==> config.mk <==
export PLATFORM = sky130hd
export DESIGN_NAME = conversie_bcd
export DESIGN_NICKNAME = d
export VERILOG_FILES = /design/src/rtl/conversie_bcd.sv
export SDC_FILE = /design/constraint.sdc
export NUM_CORES = 1
export LEC_CHECK = 0
export BUFFER_PORTS_ARGS = -buffer_cell sky130_fd_sc_hd__buf_2
export CAP_MARGIN = 20
export CORE_MARGIN = 2
export CORE_UTILIZATION = 52
export DETAILED_ROUTE_END_ITERATION = 10
export PLACE_DENSITY = 0.76
export RECOVER_POWER = 50
export SLEW_MARGIN = 20
export SYNTH_ARGS = -nofsm -noshare
export SYNTH_HDL_FRONTEND = slang
export SYNTH_SLANG_ARGS = --single-unit
==> constraint.sdc <==
create_clock -name clk -period 1.7 [get_ports clk]
set_input_delay 0.17 -clock clk [delete_from_list [all_inputs] [get_ports clk]]
set_output_delay 0.17 -clock clk [all_outputs]
set_load 0.02 [all_outputs]
==> src/rtl/conversie_bcd.sv <==
// conversie_bcd: signed binary result to packed BCD for the 7-segment driver.
// The magnitude is converted by sequential double-dabble (add-3, then shift),
// one bit per cycle. A sign flag, a leading-zero blank mask and the error
// flag accompany the one-cycle valid_out pulse.
module conversie_bcd #(
  parameter int unsigned W      = 28,
  parameter int unsigned DIGITS = 9
) (
  input  logic                  clk,
  input  logic                  rst,
  input  logic [W-1:0]          d_in,
  input  logic                  valid_in,
  input  logic                  err_in,
  output logic                  busy,
  output logic                  valid_out,
  output logic                  sign_out,
  output logic [4*DIGITS-1:0]   bcd_out,
  output logic [DIGITS-1:0]     blank_out,
  output logic                  err_out
);

  localparam int unsigned BW = 4 * DIGITS;
  localparam int unsigned CW = $clog2(W + 1);

  typedef enum logic [1:0] {
    IDLE = 2'd0,
    CONV = 2'd1,
    DONE = 2'd2
  } state_t;

  state_t          state;
  logic [CW-1:0]   cnt;
  logic [W-1:0]    mag;
  logic [BW-1:0]   bcd;
  logic            sign_r;
  logic            err_r;

  logic [BW-1:0]      bcd_adj;
  logic [DIGITS-1:0]  blank_c;
  logic               zero_above;

  // Double-dabble correction: every digit of 5 or more gets +3 before the shift
  always_comb begin
    bcd_adj = bcd;
    for (int i = 0; i < int'(DIGITS); i++) begin
      if (bcd[4*i +: 4] >= 4'd5) begin
        bcd_adj[4*i +: 4] = bcd[4*i +: 4] + 4'd3;
      end
    end
  end

  // Leading-zero mask: digit i blanks when it and every digit above it are zero
  always_comb begin
    blank_c    = '0;
    zero_above = 1'b1;
    for (int i = int'(DIGITS) - 1; i >= 1; i--) begin
      zero_above = zero_above & (bcd[4*i +: 4] == 4'd0);
      blank_c[i] = zero_above;
    end
  end

  // Conversion FSM with registered outputs. In DONE, cnt holds the number
  // of extra wait cycles (non-zero only on the error path) before outputs load.
  always_ff @(posedge clk or negedge rst) begin
    if (!rst) begin
      state     <= IDLE;
      cnt       <= '0;
      mag       <= '0;
      bcd       <= '0;
      sign_r    <= 1'b0;
      err_r     <= 1'b0;
      busy      <= 1'b0;
      valid_out <= 1'b0;
      sign_out  <= 1'b0;
      bcd_out   <= '0;
      blank_out <= '0;
      err_out   <= 1'b0;
    end else begin
      valid_out <= 1'b0;
      case (state)
        IDLE: begin
          if (valid_in) begin
            busy <= 1'b1;
            bcd  <= '0;
            if (err_in) begin
              err_r  <= 1'b1;
              sign_r <= 1'b0;
              mag    <= '0;
              cnt    <= CW'(1);
              state  <= DONE;
            end else begin
              err_r  <= 1'b0;
              sign_r <= d_in[W-1];
              mag    <= d_in[W-1] ? (~d_in + W'(1)) : d_in;
              cnt    <= CW'(W);
              state  <= CONV;
            end
          end
        end

        CONV: begin
          bcd <= {bcd_adj[BW-2:0], mag[W-1]};
          mag <= {mag[W-2:0], 1'b0};
          cnt <= cnt - CW'(1);
          if (cnt == CW'(1)) begin
            state <= DONE;
          end
        end

        DONE: begin
          if (cnt != '0) begin
            cnt <= cnt - CW'(1);
          end else begin
            bcd_out   <= bcd;
            sign_out  <= sign_r & (bcd != '0);
            err_out   <= err_r;
            blank_out <= blank_c;
            valid_out <= 1'b1;
            busy      <= 1'b0;
            state     <= IDLE;
          end
        end

        default: begin
          state <= IDLE;
          busy  <= 1'b0;
        end
      endcase
    end
  end

endmodule

# Word level (Yosys, flattened, before mapping)
# Cells that the tools add are included.
[word_totals] register_bits=121 inputBits=32 output_inout_bits=49
[op_classes] n_lt_le_gt_ge=9 bitwise_logic=11 addsub=11 n_reduce_logical=19 mux=31 n_eq_ne=7
[ops] operator="$mux W28" count=3
[ops] operator="$pmux W36 S2" count=1
[ops] operator="$pmux W28 S2" count=1
[ops] operator="$ge A4 B3 Y1 const B" count=9
[ops] operator="$mux W36" count=1
[ops] operator="$reduce_bool A36 Y1" count=1
[ops] operator="$add A4 B2 Y4 const B" count=8
[ops] operator="$logic_not A4 Y1" count=8
[ops] operator="$mux W4" count=8
[ops] operator="$add A28 B1 Y28 const B" count=1
[ops] operator="$not A28 Y28" count=1
[ops] operator="$mux W5" count=3
[ops] operator="$pmux W5 S3" count=1
[ops] operator="$reduce_and A3 Y1" count=3
[ops] operator="$and A1 B1 Y1" count=8
[ops] operator="$mux W2" count=4
[ops] operator="$ne A2 B2 Y1 const B" count=4
[ops] operator="$mux W1" count=6
[ops] operator="$pmux W2 S3" count=1
[ops] operator="$reduce_and A2 Y1" count=3
[ops] operator="$eq A5 B1 Y1 const B" count=1
[ops] operator="$reduce_bool A5 Y1" count=1
[ops] operator="$sub A5 B1 Y5 const B" count=1
[ops] operator="$add A3 B2 Y3 const B" count=1
[ops] operator="other kinds (8)" count=9

# Depth between registers and ports, before layout
[depth] ltp_word=8 ltp_mapped=8 depth_no_buf=7

# Worst setup path before layout
# OpenSTA, ideal clock, no wires.
[synth_timing] path_type="register to register" startpoint="register bcd[24]" endpoint="register blank_out[1]" period_less_slack_ps=1898 stages_incl_launch_ff=8 arrival_time_ps=1833 required_ps=1635 setup_ps=65 slack_ps=-198 path_buffers=0 path_cell_list="dfrtp_1 -> inv_1 -> ha_1 -> nor3b_1 -> nand4_1 -> or4b_4 -> nor3_2 -> mux2_2"
[synth_between] elab_chain_len=7
[synth_lines] item="start: declaration" line_no="34" text="logic [BW-1:0] bcd;"
[synth_lines] item="start signal: assignment" line_no="102" text="bcd <= {bcd_adj[BW-2:0], mag[W-1]};"
[synth_lines] item="$logic_not A4 Y1" line_no="57" text="zero_above = zero_above & (bcd[4*i +: 4] == 4'd0);"
[synth_lines] item="$and A1 B1 Y1 (6 in series)" line_no="57"
[synth_lines] item="end signal: assignment" line_no="117" text="blank_out <= blank_c;"
[synth_lines] item="end: declaration" line_no="18" text="output logic [DIGITS-1:0] blank_out,"
# No other way between the ends.
# A chain may end at the register's enable or synchronous reset.

# Worst setup path in the final report
[layout_timing] startpoint="register bcd[20]" endpoint="register blank_out[1]"
[layout_between] elab_chain_len=6
[layout_lines] item="$logic_not A4 Y1" line_no="57"
[layout_lines] item="$and A1 B1 Y1 (5 in series)" line_no="57"
# No other way between the ends.

==> impl_metrics.json <==
{
  "cts_tree": "done",
  "critPathLaunchType": "register",
  "fin_nets": 838,
  "rsz0062_at_grt": "yes",
  "intPower_mw": 7.19,
  "cts.clk_slew.worst_paths_ns": 0.05,
  "hold_viol": 0,
  "worstSkewPairLatency_ns": 0.42,
  "clockPowerShare_pct": 29.0,
  "hold_path_class": "input pin to register",
  "yosysWarnings": 0,
  "power_frac_seq_pct": 35.0,
  "avgSynthCellArea_um2": 10.3,
  "setup_viol": 27,
  "maxSlewHeadroom_pct": 50.3,
  "final_util_pct": 74.2,
  "postPlaceCellArea_um2": 7380,
  "gp_congestion": 0.838,
  "timing.final.crit_share_pct": 112,
  "dieArea_um2": 12800,
  "grt_max_degree": 59,
  "num_io_pins": 81,
  "synthCells": 603,
  "avgViaCountPerCell": 5.91,
  "drtIter0Drc": 435,
  "leakagePower_nw": 4.07,
  "max_freq_mhz": 525,
  "outcome": "finished, violations left",
  "critPathCaptureType": "register",
  "crit_fanout": 3,
  "routedWlPerCell_um": 18.1,
  "worst_ep_required_time_ns": 2.06,
  "grt_pass1_wl_um": 25600,
  "grt-ovfl-total": 0,
  "h-tree-depth": 4,
  "ant_nets": 0,
  "finClkSkew_ns": 0.0105,
  "rows": 39,
  "netlist_area_um2": 6210,
  "synth-seq-cells": 121,
  "timing.final.crit_period_ns": 1.90,
  "setup_ws_ns": -0.203,
  "cap_violations": 0,
  "powerDensity_nw_per_um2": 1260,
  "clockBufferDepth": 2,
  "start_util_pct": 54.0,
  "drv_slew": 0,
  "firstDrtPassIters": 5,
  "switching_share_pct": 33.3,
  "hold_slack_ns": 0.0586,
  "synthArstFlopShare_pct": 100,
  "cts_buffers": 17,
  "synth_nets": 668,
  "ys.flop_type": "dfrtp_1",
  "track_usage_pct": 25.2,
  "postLayoutCellArea_um2": 8550,
  "final_common_cell": "dfrtp_1",
  "drc": 0,
  "cp.arrival_ns": 2.26,
  "fp.dieW_um": 113,
  "antenna_found_initial": 0,
  "die_y_um": 113,
  "drive_gt1_share_pct": 38.5,
  "ys_seq_area_share_pct": 48.7,
  "synth.distinct_cells": 51,
  "critPathKind": "register to register",
  "violations": "negative setup slack",
  "p_switching_mw": 3.58,
  "clock-sinks": 121,
  "dp_hpwl_um": 10300,
  "synth_edf_count": 0,
  "vias": 5462,
  "ir_drop_mv": 0.824,
  "area.growth.synth_to_final_pct": 37.6,
  "layout_common_cells": "dfrtp_1, buf_2, buf_4",
  "placeableCoreArea_um2": 11500,
  "tightest_slew_ns": 0.746,
  "p_comb_share_pct": 36.0,
  "grt_pass1_vias": 5357,
  "io_buffers": 79,
  "clock-root-buffer": "clkbuf_16",
  "wirelength_um": 16700,
  "antennaDiodeCount": 0
}
==> power groups by stage <==
stage	combinational [mW]	clock, mW	sequential (mW)
global placement	2.81	0	3.74
CTS	3.26	3.13	3.73
detailed placement	2.92	0	3.76
finish	3.88	3.12	3.77
global route	4.18	3.29	3.82
floorplan	1.63	0	3.86
==> metal layers <==
| layer | vias up | track usage [%] | wire length (um) |
|---|---|---|---|
| met5 | - | 0 | 0 |
| met4 | 0 | 10.5 | 531 |
| met3 | 49 | 5.36 | 783 |
| met2 | 186 | 42.0 | 8710 |
| met1 | 2702 | 32.1 | 6720 |
| li1 | 2525 | - | - |
==> registers in the layout, indices dropped and copies added (netlist names) <==
| register | flops |
|---|---|
| valid_out | 1 |
| blank_out | 8 |
| mag | 28 |
| err_r | 1 |
| state | 2 |
| sign_out | 1 |
| err_out | 1 |
| sign_r | 1 |
| busy | 1 |
| cnt | 5 |
| bcd | 36 |
| bcd_out | 36 |
==> cell usage after synthesis (all sizes together) (4+ instances only) <==
library cell	number	area (um^2)
inv	29	109
nand4	4	46.3
nor3b	11	87.6
o21ai	77	385
o31ai	22	165
nand2b	13	81.3
nor3	6	35.0
nor4	4	61.3
o22ai	19	119
nor2	25	93.8
mux2	21	236
buf	5	25.0
ha	33	413
nand2	50	188
a22oi	21	158
clkbuf	24	90.1
xor2	23	201
nand3	4	20.0
nor2b	4	25.0
a21oi	34	170
a32o	9	90.1
xnor2	11	96.3
dfrtp	121	3030
==> worst max-delay path, cell delays in order (launching register included) <==
cell,delay (ns)
dfrtp_1,0.39
inv_2,0.06
ha_1,0.17
nor3b_1,0.21
nand4_1,0.14
or4b_4,0.55
nor3_4,0.15
mux2_4,0.17
==> worst paths after layout <==
check / start / endpoint / slack [ns] / depth (start not counted)
max reg2reg: bcd[20]$_DFFE_PN0P_ / blank_out[1]$_DFFE_PN0P_ / -0.20 / 7
max: bcd[20]$_DFFE_PN0P_ / blank_out[1]$_DFFE_PN0P_ / -0.20 / 7
min in group asynchronous: rst / bcd_out[21]$_DFFE_PN0P_ / 0.28 / 2
min: d_in[25] / mag[25]$_DFFE_PN0P_ / 0.06 / 3
max in group asynchronous: rst / bcd_out[32]$_DFFE_PN0P_ / 0.27 / 3
min reg2reg: bcd_out[29]$_DFFE_PN0P_ / bcd_out[29]$_DFFE_PN0P_ / 0.47 / 2
==> kinds of logic (layout without fill, tap and decap cells) <==
kind of cell	count (synthesis)	after routing	share of synthesized area, %
compound gates	201	201	20.3
simple gates	132	132	11.7
flops	121	121	48.7
buf+inv	58	236	3.60
xor+xnor	34	34	4.79
fa+ha+maj	33	33	6.65
mux	23	23	4.13
other cells	1	1	0.0604
==> layout make-up <==
type	count	area, um^2
timing repair buffer	180	1440
fill	759	2970
clock buffer	23	478
clock inverter	4	22.5
inverter	29	111
tap	143	179
multi-input combinational	424	3290
sequential	121	3030
==> stage by stage <==
stage / power, mW / instances / TNS, ns / setup slack (ns)
floorplan: 5.49 / 603 / -0.0594 / -0.0399
global placement: 6.54 / 871 / -0.397 / -0.0931
detailed placement: 6.68 / 871 / -2.57 / -0.161
CTS: 10.1 / 904 / -0.603 / -0.149
global route: 11.3 / 924 / -5.97 / -0.310
finish: 10.8 / 924 / -1.46 / -0.203
==> repair_timing <==
action	CTS	global route
cloned	2	6
hold buffers	1	0
pin swaps	4	23
hold endpoints to repair	63	0
resized for setup	29	86
setup endpoints to repair	63	78
buffers inserted	3	15
(Power assumes the default switching activity.)
